**src/rtl/des_sbox_seq.sv**
```systemverilog
// des_sbox_seq: time-multiplexed DES S-box stage.
// Evaluates LANES of the eight S-boxes per cycle, so a word takes 8/LANES BUSY
// cycles. Valid/ready handshake on both the input and the output side.
// Build option: define SBOX_PERM_EN to drive out_data through the DES
// P-permutation. Without it, out_data is the raw S1..S8 concatenation.
//
// state | meaning
// IDLE  | waiting for an input word
// BUSY  | evaluating one group of LANES S-boxes per cycle
// DONE  | result held on out_data until the consumer takes it

module des_sbox_seq #(
    parameter int LANES = 8
) (
    input  logic        clk,
    input  logic        rst,
    input  logic        in_valid,
    output logic        in_ready,
    input  logic [47:0] in_data,
    output logic        out_valid,
    input  logic        out_ready,
    output logic [31:0] out_data,
    output logic        busy
);
    localparam int K  = 8 / LANES;
    localparam int GW = (K > 1) ? $clog2(K) : 1;
    localparam logic [GW-1:0] GRP_LAST = GW'(K - 1);

    // Each table is row-major: entry {row, col} sits in nibble 0 at the MSB end.
    localparam logic [255:0] SBOX_TBL [8] = '{
        256'hE4D12FB83A6C5907_0F74E2D1A6CB9538_41E8D62BFC973A50_FC8249175B3EA06D,
        256'hF18E6B34972DC05A_3D47F28EC01A69B5_0E7BA4D158C6932F_D8A13F42B67C05E9,
        256'hA09E63F51DC7B428_D709346A285ECBF1_D6498F30B12C5AE7_1AD069874FE3B52C,
        256'h7DE3069A1285BC4F_D8B56F03472C1AE9_A690CB7DF13E5284_3F06A1D8945BC72E,
        256'h2C417AB6853FD0E9_EB2C47D150FA3986_421BAD78F9C5630E_B8C71E2D6F09A453,
        256'hC1AF92680D34E75B_AF427C9561DE0B38_9EF528C3704A1DB6_432C95FABE17608D,
        256'h4B2EF08D3C975A61_D0B7491AE35C2F86_14BDC37EAF680592_6BD814A7950FE23C,
        256'hD2846FB1A93E50C7_1FD8A374C56B0E92_7B419CE206ADF358_21E74A8DFC90356B
    };

    typedef enum logic [1:0] {IDLE, BUSY, DONE} state_t;

    state_t          state;
    state_t          state_nxt;
    logic [47:0]     operand;
    logic [31:0]     result;
    logic [GW-1:0]   grp;
    logic            accept;
    logic [2:0]      sel [LANES];
    logic [3:0]      nib [LANES];

    // Row is {b5, b0}, column is b[4:1]; box 0 is S1.
    function automatic logic [3:0] sbox_lookup(input logic [2:0] box, input logic [5:0] b);
        logic [5:0] idx;
        idx = {b[5], b[0], b[4:1]};
        return SBOX_TBL[box][8'(255 - 4 * int'(idx)) -: 4];
    endfunction

    generate
        if (LANES != 1 && LANES != 2 && LANES != 4 && LANES != 8) begin : g_bad_lanes
            $error("des_sbox_seq: LANES must be 1, 2, 4 or 8");
        end
    endgenerate

    assign accept = in_valid & in_ready;

    // state register
    always_ff @(posedge clk) begin
        if (rst) state <= IDLE;
        else     state <= state_nxt;
    end

    // next state and handshake outputs; in_ready follows out_ready combinationally in DONE
    always_comb begin
        state_nxt = state;
        in_ready  = 1'b0;
        out_valid = 1'b0;
        busy      = 1'b0;
        case (state)
            IDLE: begin
                in_ready = 1'b1;
                if (in_valid) state_nxt = BUSY;
            end
            BUSY: begin
                busy = 1'b1;
                if (grp == GRP_LAST) state_nxt = DONE;
            end
            DONE: begin
                out_valid = 1'b1;
                in_ready  = out_ready;
                if (out_ready) state_nxt = in_valid ? BUSY : IDLE;
            end
            default: state_nxt = IDLE;
        endcase
    end

    // S-box lookups for the group selected by grp
    always_comb begin
        for (int l = 0; l < LANES; l++) begin
            sel[l] = 3'(int'(grp) * LANES + l);
            nib[l] = sbox_lookup(sel[l], operand[6'(47 - 6 * int'(sel[l])) -: 6]);
        end
    end

    // operand capture, result accumulation and group counter
    always_ff @(posedge clk) begin
        if (rst) begin
            operand <= '0;
            result  <= '0;
            grp     <= '0;
        end else if (accept) begin
            operand <= in_data;
            result  <= '0;
            grp     <= '0;
        end else if (state == BUSY) begin
            for (int l = 0; l < LANES; l++) begin
                result[5'(31 - 4 * int'(sel[l])) -: 4] <= nib[l];
            end
            grp <= grp + GW'(1);
        end
    end

`ifdef SBOX_PERM_EN
    localparam int PERM [32] = '{16, 7, 20, 21, 29, 12, 28, 17, 1, 15, 23, 26, 5, 18, 31, 10,
                                 2, 8, 24, 14, 32, 27, 3, 9, 19, 13, 30, 6, 22, 11, 4, 25};

    // P-permutation: output bit i (1 = MSB) takes result bit PERM[i-1] (1 = MSB)
    always_comb begin
        out_data = '0;
        for (int i = 0; i < 32; i++) begin
            out_data[5'(31 - i)] = result[5'(32 - PERM[i])];
        end
    end
`else
    assign out_data = result;
`endif

endmodule

```
**config.mk**
```make
export PLATFORM = sky130hd
export DESIGN_NAME = des_sbox_seq
export DESIGN_NICKNAME = d
export VERILOG_FILES = /design/src/rtl/des_sbox_seq.sv
export SDC_FILE = /design/constraint.sdc
export NUM_CORES = 1
export LEC_CHECK = 0
export ABC_AREA = 0
export CAP_MARGIN = 20
export CELL_PAD_IN_SITES_DETAIL_PLACEMENT = 1
export CELL_PAD_IN_SITES_GLOBAL_PLACEMENT = 1
export CORE_MARGIN = 2
export CORE_UTILIZATION = 35
export CTS_CLUSTER_SIZE = 14
export DETAILED_ROUTE_END_ITERATION = 10
export GPL_TIMING_DRIVEN = 0
export PLACE_DENSITY = 0.83
export SETUP_SLACK_MARGIN = 0.02
export SYNTH_ARGS = -nofsm -noshare
export SYNTH_HDL_FRONTEND = slang
export SYNTH_SLANG_ARGS = --single-unit
```
**constraint.sdc**
```tcl
create_clock -name clk -period 2.4 [get_ports clk]
set_clock_uncertainty 0.15 [all_clocks]
set_input_delay 0.48 -clock clk [delete_from_list [all_inputs] [get_ports clk]]
set_output_delay 0.48 -clock clk [all_outputs]
set_load 0.02 [all_outputs]
```
# Word-level counts from Yosys, hierarchy flattened
# Memories as Yosys holds them, arrays and structs flattened.
# Cells that the tools add are included.
[word_totals]
regBits = 83
romBits = 14336
output_inout_bits = 35
elab_cells = 134
mem_count = 7
[mem_list]
columns = ["name", "depth", "width", "read_ports", "rd_ports_with_merged_regs", "wr", "line", "rtl"]
rows = [
  ["(no name shown)", 8, 256, 1, 0, 0, "56", "return SBOX_TBL[box][8'(255 - 4 * int'(idx)) -: 4];"],
  ["(no name shown)", 8, 256, 1, 0, 0, "56", ""],
  ["(no name shown)", 8, 256, 1, 0, 0, "56", ""],
  ["(no name shown)", 8, 256, 1, 0, 0, "56", ""],
  ["(no name shown)", 8, 256, 1, 0, 0, "56", ""],
  ["(no name shown)", 8, 256, 1, 0, 0, "56", ""],
  ["1 more memories", "--", "--", "--", "--", "--", "--", ""],
]
[op_classes]
n_addsub = 36
mul = 7
magnitude_cmp = 7
eq_ne = 5
shift = 28
mux = 29
n_bitwise = 8
n_reduce_logical = 3
[op_table]
columns = ["cell", "count"]
rows = [
  ["256-bit two-way mux", 14],
  ["259-bit by 8-bit indexed part select with 4-bit output", 7],
  ["53-bit by 6-bit indexed part select with 6-bit output", 7],
  ["4-bit by 6-bit variable shift with 35-bit output, first input constant", 7],
  ["4-bit by 6-bit indexed part select with 35-bit output", 7],
  ["32-bit bitwise mux", 7],
  ["8-bit subtractor, first input constant", 7],
  ["5-bit negator with 6-bit output", 7],
  ["6-bit subtractor, first input constant", 6],
  ["2-bit by 3-bit multiplier with 5-bit output, first input constant", 6],
  ["4-bit greater-or-equal comparator, second input constant", 7],
  ["5-bit subtractor, first input constant", 5],
  ["3-bit NOT with 4-bit output", 6],
  ["1-bit by 2-bit adder with 3-bit output, both inputs constant", 3],
  ["1-bit by 3-bit adder with 3-bit output, both inputs constant", 2],
  ["2-bit two-way mux", 3],
  ["2-bit != test, second input constant", 3],
  ["2-bit case mux with 3 select lines", 1],
  ["6-bit by 5-bit subtractor with 6-bit output, first input constant", 1],
  ["1-bit by 4-bit subtractor with 5-bit output, first input constant", 1],
  ["5-bit by 4-bit subtractor with 5-bit output, first input constant", 1],
  ["1-bit by 1-bit adder with 2-bit output, both inputs constant", 2],
  ["2-bit by 2-bit multiplier with 4-bit output, first input constant", 1],
  ["2-bit NOT with 4-bit output", 1],
  ["other kinds (9)", 11],
]

# Logic depth before layout (Yosys ltp)
# Gate-level depths: netlist (run 1).
[depth]
word_depth = 14
ltp_mapped = 7

# Worst setup path before layout (run 1)
# OpenSTA, ideal clock, no wires.
[synth_path]
kind = "in2reg"
startpoint = "input port in_valid"
endpoint = "register result[1], in the netlist out_data[1]"
setup_time_ps = 87
arrival_time_ps = 1451
required_ps = 2163
slack_ps = 712
stages = 7
path_cell_list = "nor2b_1 and2_1 clkbuf_1 nor2_2 buf_2 nand2_1 o31ai_1"
[synth_between]
elab_chain_len = 2
[synth_rtl]
columns = ["element", "line", "rtl"]
rows = [
  ["start: declaration", "17", "input logic in_valid,"],
  ["1-bit bitwise AND", "65", "assign accept = in_valid & in_ready;"],
  ["2-bit OR reduction (no source line)", "--", ""],
  ["end signal: indexed assignment", "117", "result[5'(31 - 4 * int'(sel[l])) -: 4] <= nib[l];"],
  ["end: declaration", "46", "logic [31:0] result;"],
]
# Every way passes these cells.
# A chain may end at the register's enable or synchronous reset.

# Worst setup path in the final report (run 1)
[layout_path]
startpoint = "register state[1]"
endpoint = "output port busy"
[layout_between]
elab_chain_len = 2
[layout_rtl]
columns = ["element", "line", "rtl"]
rows = [
  ["start: declaration", "43", "state_t state;"],
  ["start signal: assignment", "70", "else state <= state_nxt;"],
  ["2-bit by 1-bit == test with 1-bit output", "79", "case (state)"],
  ["1-bit two-way mux", "79", ""],
  ["end: declaration", "23", "output logic busy"],
]
# Every way passes these cells.

==> results.txt, run 1 <==
Row Count: 32
CP bufs+invs: 3
Final GP Congestion: 0.8589
CP max stage delay: 380 ps
Actual slew at the worst max-slew pin: 506.3 ps
Distinct cells, synth: 50
WS Path Type: reg2out
Area grow syn2layout: 27.94%
Max-cap viol count: 0
First-pass GRT wire length: 13740 µm
CTS tree: built
Pre-antenna DRT Iters: 4
Synth area leaders: dfxtp_1 31%, nand2_1 9.6%, a21oi_1 9.2%
Most used DFF post-synth: dfxtp_1
GRT Util Overall: 19.61%
Drt drc: 0
Vias in the first global route: 2899
Gr busiest metal: met2
Clock Sinks: 43
Commonest cells post-synth: 71 x nand2_1, 51 x a21oi_1, 43 x dfxtp_1
CP Depth: 4
Layout filler cell count: 998
Most common cell in the synthesized netlist: nand2_1
Ports: 87
DP HPWL: 6348 µm
Met3 usage: 3.465%
Synth Instances: 400
Hold Violations, Final: 0
Worst R2R End: out_data[8]
Clock root buffer: clkbuf_8
Htree depth: 2
Grt ovf: 0
CTS Buffer Depth: 2
Peak VDD IR: 0.0002565 V
Met2 usage: 33.21%
Core box area: 7727 µm²
Clock slew at reported path FFs: 90 ps
Die area: 8687 µm²
FF-to-FF path depth: 7
Max Clock Freq: 438.8 MHz
Top cell type by total area after synthesis: dfxtp_1
Reg2reg setup slack: 500 ps
Slew headroom: 66.25%
Number of antenna violations at the first check in global routing: 0
Crit path cell chain: nand2b_2 -> inv_1 -> buf_4 -> clkdlybuf4s15_1
Hold Slack: 314.6 ps
Async SR Flop Fraction: 0%
Starting Density: 36.04%
Die H: 93.21 µm
Worst setup startpoint: state[1]
Per-cell routed wire length: 14.60 µm
Post-detailed-route via-to-cell ratio: 5.230
Worst Setup Start Kind: flip-flop
Max FO, Critical Path: 10
Worst-Skew Late Latency: 300 ps
Crit path capture type: output pin
Worst Path Arrival: 1650 ps
Pwr dens: 562.0 nW/µm²
Yosys Warn Count: 0
EDFF count, synth: 0
Worst hold path type: reg2reg
Met1 Usage GRT: 26.23%
Status: completed
LEAKAGE: 1.331 nW
Worst r2r src: state[0]
Yosys reg bits: 43
Synthesized area per cell: 6.963 µm²
Slew Viols, Final: 0
Minimum clock period: 2279 ps
Yosys top cell area share: 30.91%
RSZ-0062 raised after global routing: no
Final setup viols: 0
Overall power: 2.003 mW
Nets@finish: 519
Die X: 93.21 µm
ANT cells: 0
CTS Buf Count: 5
Syn Std Cell Area: 2785 µm²
Fin crit share: 94.96%
CP Data Required Time: 1770 ps
Antenna Violating Nets Remaining: 0
Total wire length: 8321 µm
Register area share after synthesis: 30.91%
Critical path capture point: busy
Crit path max-delay family: buffers and inverters
Via count: 2981
Share of layout cells above drive strength 1: 8.120%
Port Buffer Count: 46
Worst path slowest cell: dfxtp_1
Largest net degree at the start of global routing: 14
Number of DRC markers in iteration 0: 109
## area by class of cell
class	count	area, µm²	area share (%)
Sequential cell	43	862.1	24.19
Multi-Input combinational cell	314	1695	47.58
Inverter	8	30.03	0.8427
Tap cell	102	127.6	3.581
Clock buffer	6	72.57	2.037
Clock inverter	2	60.06	1.685
Buffer	49	256.5	7.198
Timing Repair Buffer	46	459.2	12.89
## metrics by stage
stage,std cells,TNS [ps],utilization (%),area (µm²),setup WS [ps]
after floorplan,415,0,-,2841,712.0
after global placement,563,-521.0,44.38,3430,-78.70
after detailed placement,563,-2798,44.38,3430,-149.7
after CTS,570,0,46.10,3562,88.81
after global routing,570,0,46.11,3563,27.03
final,570,0,46.11,3563,120.9
## worst min-delay path, delay by kind of cell, from the launching register on
kind	cells	cell delay (ps)
flops	1	320
simple gates	1	50
compound gates	1	50
## cell usage in the layout, fill, tap and decap left out, drive strengths merged, types with 4 or more instances in the layout
cell and count:
xor2 6, a31oi 5, conb 16, inv 8, o22ai 5, xnor2 6
nor3 6, buf 25, clkdlybuf4s50 44, clkbuf 30, o21ai 30, nand2 71
o211ai 4, nand3 16, a211oi 7, a21oi 51, nor2b 18, nand2b 14
nor2 19, a21o 4, dfxtp 43
## flip-flops by register name (all words and copies together), names as in the netlist
name	cells
grp	1
state	2
out_data	16
operand	24
## routing by layer
layer,part of all wire (%),up-vias
met5,0,-
met4,1.2,0
met3,3.3,11
met2,49,61
met1,46,1430
li1,-,1479
## how the worst min path moves through the flow
stage | endpoint | cells past startpoint | from | slack [ps]
2_1_floorplan | operand[23] | 2 | operand[23] | 320
3_3_place_gp | out_data[13] | 2 | out_data[13] | 290
3_5_place_dp | out_data[9] | 2 | out_data[9] | 310
4_1_cts | out_data[9] | 2 | out_data[9] | 320
5_1_grt | out_data[3] | 2 | out_data[3] | 340
6_report | out_data[9] | 2 | out_data[9] | 310
## power by group
group	internal, mW	switching [mW]	leakage, nW
logic	0.220	0.307	0.915
clock network	0.416	0.264	0.0654
registers	0.752	0.0432	0.351
## repair_timing
item / 4_1_cts / 5_1_grt
endpoints found under the hold margin: 0 / 0
pin swaps: 0 / 0
hold buffers: 0 / 0
endpoints found under the setup margin: 2 / 1
buffers inserted: 0 / 0
gates resized for setup: 5 / 1
## cell families after synthesis
group	Yosys count	synth area share, %
other cells	1	0.1346
flops	43	30.91
xor+xnor	12	3.774
fa+ha+maj	1	0.3594
simple gates	157	26.69
compound gates	126	27.00
buf+inv	58	10.33
mux	2	0.8086
Power figures use the tool's default switching activity.
==> run 2: changes to the inputs <==
clock period = 2.73 ns   (was 2.4 ns; I/O delays follow)
==> run 2 against run 1 <==
Net effect: global-route usage about the same; final cell count unchanged; register-to-register slack gained 230 ps; first-iteration DRC count rose by 8.3%; flip-flop and latch count unchanged; non-clock buffer count is the same; core utilization is 0.081 points lower; sequential share of layout area about the same; combinational power is 12% lower; final area shrank 0.18%; die area stayed put; critical path type is now in2out.
==> results.txt, run 2 (synthesis results as in run 1) <==
Final setup viols: 0 (unchanged)
Peak VDD IR: 0.0002256 V (was 0.0002565 V)
Share of layout cells above drive strength 1: 7.692% (was 8.120%)
Crit path capture type: output pin (unchanged)
Top sig layer: met4 (unchanged)
DP HPWL: 6348 µm (unchanged)
Overall power: 1.758 mW (was 2.003 mW)
Max FO, Critical Path: 3 (was 10)
Worst Setup Start Kind: input port (was flip-flop)
Reg2reg setup slack: 730 ps (was 500 ps)
WL met1: 3864 µm (was 3830 µm)
Clock root buffer: clkbuf_8 (unchanged)
Wire length on met3: 258 µm (was 271 µm)
Slew headroom: 65.16% (was 66.25%)
Worst path slowest cell: clkdlybuf4s50_1 (was dfxtp_1)
Final TNS setup: 0 ps (unchanged)
Drt drc: 0 (unchanged)
Die H: 93.21 µm (unchanged)
Nets@finish: 519 (unchanged)
Htree depth: 2 (unchanged)
Worst hold path type: reg2reg (unchanged)
# Post-CTS Setup Buffers: 0 (unchanged)
LEAKAGE: 1.333 nW (was 1.331 nW)
Antenna Violating Nets Remaining: 0 (unchanged)
Area grow syn2layout: 27.72% (was 27.94%)
Actual slew at the worst max-slew pin: 522.6 ps (was 506.3 ps)
Ports: 87 (unchanged)
ANT cells: 0 (unchanged)
Post-detailed-route via-to-cell ratio: 5.226 (was 5.230)
Crit path cell chain: clkdlybuf4s50_1 -> inv_1 -> a21oi_1 -> clkdlybuf4s50_1 (was nand2b_2 -> inv_1 -> buf_4 -> clkdlybuf4s15_1)
Slew Viols, Final: 0 (unchanged)
Row Count: 32 (unchanged)
Max FFs per register: 24 (unchanged)
Worst r2r src: state[0] (unchanged)
Post-CTS Hold Fix Bufs: 0 (unchanged)
Critical path capture point: in_ready (was busy)
Per-cell routed wire length: 14.64 µm (was 14.60 µm)
Pre-antenna DRT Iters: 4 (unchanged)
Die X: 93.21 µm (unchanged)
Status: completed (unchanged)
DR WL met2: 4122 µm (was 4117 µm)
Minimum clock period: 2614 ps
CTS tree: built (unchanged)
Number of DRC markers in iteration 0: 118 (was 109)
Grt ovf: 0 (unchanged)
Vias in the first global route: 2910 (was 2899)
Die area: 8687 µm² (unchanged)
Worst Path Arrival: 1920 ps (was 1650 ps)
First-pass GRT wire length: 13740 µm (unchanged)
RSZ-0062 raised after global routing: no (unchanged)
Total wire length: 8345 µm (was 8321 µm)
Clock Sinks: 43 (unchanged)
FF-to-FF path depth: 7 (unchanged)
Most common cell after layout, fill and taps aside: nand2_1 (unchanged)
Hold Violations, Final: 0 (unchanged)
CP max stage delay: 620 ps (was 380 ps)
Max Clock Freq: 382.5 MHz
Worst setup startpoint: out_ready (was state[1])
Most common cell on crit path: clkdlybuf4s50_1
CTS Buffer Depth: 2 (unchanged)
Number of antenna violations at the first check in global routing: 0 (unchanged)
Port Buffer Count: 46 (unchanged)
Via count: 2979 (was 2981)
CP Data Required Time: 2030 ps (was 1770 ps)
WS Path Type: in2out (was reg2out)
Largest net degree at the start of global routing: 14 (unchanged)
CTS Buf Count: 5 (unchanged)
Final GP Congestion: 0.8589 (unchanged)
Most frequent cells in the layout: 71 x nand2_1, 51 x a21oi_1, 45 x clkdlybuf4s50_1 (was 71 x nand2_1, 51 x a21oi_1, 44 x clkdlybuf4s50_1)
Core box area: 7727 µm² (unchanged)
Fin crit share: 95.75%
Max-cap viol count: 0 (unchanged)
Clock slew at reported path FFs: 90 ps (about the same)
Starting Density: 36.04% (unchanged)
Worst-Skew Late Latency: 290 ps (was 300 ps)
Worst R2R End: out_data[1] (was out_data[8])
GRT Util Overall: 19.58% (was 19.61%)
Largest reg by FF count: operand (unchanged)
Pwr dens: 494.1 nW/µm² (was 562.0 nW/µm²)
==> run 2: changes by cell type in the layout (fill, tap and decap cells not counted) <==
cell             before  now
nand2b_2              1    0
nand2b_1             13   14
clkdlybuf4s50_1      44   45
buf_4                17   16
dfxtp_2               1    0
dfxtp_1              42   43
buf_2                 7    8
clkdlybuf4s15_1       1    0
==> run 2: worst min-delay path by stage <==
stage,endpoint,start,slack [ps],depth (start not counted)
global placement,out_data[13],out_data[13],290,2
global route,out_data[3],out_data[3],340,2
CTS,out_data[9],out_data[9],320,2
finish,out_data[9],out_data[9],310,2
floorplan,operand[23],operand[23],320,2
detailed placement,out_data[9],out_data[9],310,2
==> run 2: per-layer routing <==
metal,global-route usage [%],vias to the layer above
met5,0,-
li1,-,1483
met2,33.21,60
met1,26.23,1426
met3,2.981,10
met4,4.534,0
==> run 2: power by group <==
part           total, mW  internal (mW)  switching, mW
Sequential         0.698          0.661         0.0378
Combinational      0.464          0.193          0.270
Clock              0.596          0.366          0.230
==> run 2: metrics by stage <==
| step | area, µm² | hold WS (ps) | setup slack [ps] | util, % | cells |
|---|---|---|---|---|---|
| floorplan | 2841 | 321.1 | 976.0 | - | 415 |
| global placement | 3430 | 287.4 | 119.3 | 44.38 | 563 |
| detailed placement | 3430 | 309.3 | 114.3 | 44.38 | 563 |
| CTS | 3561 | 322.0 | 75.94 | 46.08 | 571 |
| global route | 3557 | 343.5 | 20.11 | 46.03 | 570 |
| finish | 3557 | 314.5 | 115.9 | 46.03 | 570 |
==> run 2: final cells by class <==
| cell class | count | area, µm² |
|---|---|---|
| clock inverter | 2 | 60.06 |
| timing repair buffer | 46 | 459.2 |
| clock buffer | 6 | 72.57 |
| sequential | 43 | 860.8 |
| inverter | 8 | 30.03 |
| buffer | 49 | 254.0 |
| multi-input combinational | 314 | 1693 |
| tap | 102 | 127.6 |
| fill | 996 | 4170 |
==> run 2: repair_timing <==
action,4_1_cts,5_1_grt
gates resized for setup,1,0
pin swaps,0,0
endpoints found under the setup margin,1,1
==> run 2: worst max-delay path: cells and delay by family <==
kind / cells / cell delay [ps]
buf+inv: 3 / 1220
compound gates: 1 / 140
==> run 3: changes to the inputs <==
MAX_ROUTING_LAYER = met4   (was not set)
==> run 3 against run 2 <==
Net effect: routed wire length fell by 0.36%; setup slack got worse by 0.71 ps; die area stayed put; critical path depth unchanged; register-to-register slack about the same; final cell count did not move; first-iteration DRC count is 31% higher; core utilization stayed put; sequential share of layout area is the same; critical path type unchanged.
==> results.txt, run 3 (synthesis results as in run 1) <==
Peak VDD IR: 0.0002252 V (was 0.0002256 V)
# Post-CTS Setup Buffers: 0 (unchanged)
Post-CTS Hold Fix Bufs: 0 (unchanged)
CP Data Required Time: 2030 ps (about the same)
Max Clock Freq: 382.4 MHz (was 382.5 MHz)
Nets@finish: 519 (unchanged)
Crit path capture type: output pin (unchanged)
Final setup viols: 0 (unchanged)
CTS Buf Count: 5 (unchanged)
Per-cell routed wire length: 14.59 µm (was 14.64 µm)
Status: completed (unchanged)
Crit path cell chain: clkdlybuf4s50_1 -> inv_1 -> a21oi_1 -> clkdlybuf4s50_1 (unchanged)
Number of antenna violations at the first check in global routing: 0 (unchanged)
Die area: 8687 µm² (unchanged)
Final GP Congestion: 0.8727 (was 0.8589)
Die H: 93.21 µm (unchanged)
Final instance area: 3557 µm² (unchanged)
Seq pwr share: 39.7% (about the same)
Crit path max-delay family: buffers and inverters (unchanged)
Hold Slack: 314.6 ps (was 314.5 ps)
CP max stage delay: 620 ps (about the same)
Most common cell on crit path: clkdlybuf4s50_1 (unchanged)
CTS Buffer Depth: 2 (unchanged)
RSZ-0062 raised after global routing: no (unchanged)
DP HPWL: 6348 µm (unchanged)
Minimum clock period: 2615 ps (was 2614 ps)
Most common cell after layout, fill and taps aside: nand2_1 (unchanged)
GRT Util Overall: 20.15% (was 19.58%)
Antenna Violating Nets Remaining: 0 (unchanged)
Worst Path Arrival: 1920 ps (about the same)
Port Buffer Count: 46 (unchanged)
CTS tree: built (unchanged)
Pre-antenna DRT Iters: 4 (unchanged)
Most frequent cells in the layout: 71 x nand2_1, 51 x a21oi_1, 45 x clkdlybuf4s50_1 (unchanged)
Share of layout cells above drive strength 1: 7.692% (unchanged)
ANT cells: 0 (unchanged)
Fin crit share: 95.78% (was 95.75%)
Pwr dens: 494.0 nW/µm² (was 494.1 nW/µm²)
Finished Layout Cells: 570 (unchanged)
Switching power: 0.5374 mW (was 0.5379 mW)
Max FO, Critical Path: 3 (unchanged)
Worst path slowest cell: clkdlybuf4s50_1 (unchanged)
Htree depth: 2 (unchanged)
Max FFs per register: 24 (unchanged)
Largest reg by FF count: operand (unchanged)
Drt drc: 0 (unchanged)
Total wire length: 8315 µm (was 8345 µm)
Multi-input gate area: 1693 µm² (unchanged)
Vias in the first global route: 2898 (was 2910)
Layout filler cell count: 996 (unchanged)
Reg area: 860.8 µm² (unchanged)
Gate power share: 26.4% (about the same)
Worst hold path type: reg2reg (unchanged)
Int Power: 1.220 mW (about the same)
Post-DP Area: 3430 µm² (unchanged)
First-pass GRT wire length: 13770 µm (was 13740 µm)
Clock root buffer: clkbuf_8 (unchanged)
Actual slew at the worst max-slew pin: 511.1 ps (was 522.6 ps)
Die X: 93.21 µm (unchanged)
Clock slew at reported path FFs: 90 ps (about the same)
Number of DRC markers in iteration 0: 155 (was 118)
Hold Violations, Final: 0 (unchanged)
Via count: 2971 (was 2979)
Overall power: 1.757 mW (was 1.758 mW)
Max-cap viol count: 0 (unchanged)
Worst-Skew Late Latency: 290 ps (about the same)
WS Path Type: in2out (unchanged)
Slew Viols, Final: 0 (unchanged)
Slew headroom: 65.93% (was 65.16%)
Post-detailed-route via-to-cell ratio: 5.212 (was 5.226)
Core box area: 7727 µm² (unchanged)
Final TNS setup: 0 ps (unchanged)
Worst Setup Start Kind: input port (unchanged)
Largest net degree at the start of global routing: 14 (unchanged)
Clk pwr share: 33.9% (about the same)
Ports: 87 (unchanged)
Starting Density: 36.04% (unchanged)
Row Count: 32 (unchanged)
Area grow syn2layout: 27.72% (unchanged)
CP bufs+invs: 3 (unchanged)
Clock Sinks: 43 (unchanged)
Grt ovf: 0 (unchanged)
Sw Share: 30.59% (was 30.61%)
LEAKAGE: 1.333 nW (unchanged)
Placed cells: 563 (unchanged)
run 3: cell counts in the layout (fill, tap and decap cells not counted):
Identical to the previous run, type by type.
run 3: worst paths after layout:
kind	from	end	slack (ps)	depth (start not counted)
min	out_data[9]	out_data[9]	310	2
min reg2reg	out_data[9]	out_data[9]	310	2
max reg2reg	state[0]	out_data[1]	740	7
max	out_ready	in_ready	120	4
run 3: worst register-to-register path: stages (launching register included):
cell and delay [ps]:
dfxtp_1 490, nor2b_1 160, and2_1 180, clkbuf_1 190, nor2_2 170, buf_2 250, nand2_1 130, o31ai_1 190
run 3: final cells by class:
type	count	area share (%)
flip-flops and latches	43	24.20
multi-input cells	314	47.59
inverters	8	0.8442
clock buffers	6	2.040
clock inverters	2	1.688
well taps	102	3.588
repair buffers	46	12.91
plain buffers	49	7.140
run 3: power groups by stage:
stage	sequential [mW]	clock, mW	combinational, mW
2_1_floorplan	0.707	0	0.316
3_3_place_gp	0.708	0	0.447
3_5_place_dp	0.711	0	0.463
4_1_cts	0.697	0.606	0.466
5_1_grt	0.703	0.633	0.515
6_report	0.698	0.595	0.464
run 3: timing repair:
item,4_1_cts,5_1_grt
setup endpoints to repair,1,1
cloned,0,0
gates resized for setup,1,0
run 3: per-stage QoR:
stage / setup WS (ps) / util, %
floorplan: 976.0 / -
global placement: 119.3 / 44.38
detailed placement: 114.3 / 44.38
CTS: 75.94 / 46.08
global route: 20.73 / 46.03
finish: 115.2 / 46.03
run 3: routing by layer:
metal,part of all wire (%),track usage [%],wire [µm],vias to the layer above
met3,4.1,2.740,343,14
met1,45,26.33,3756,1417
met5,0,-,0,-
li1,-,-,-,1483
met2,49,33.21,4107,57
met4,1.3,4.902,107,0
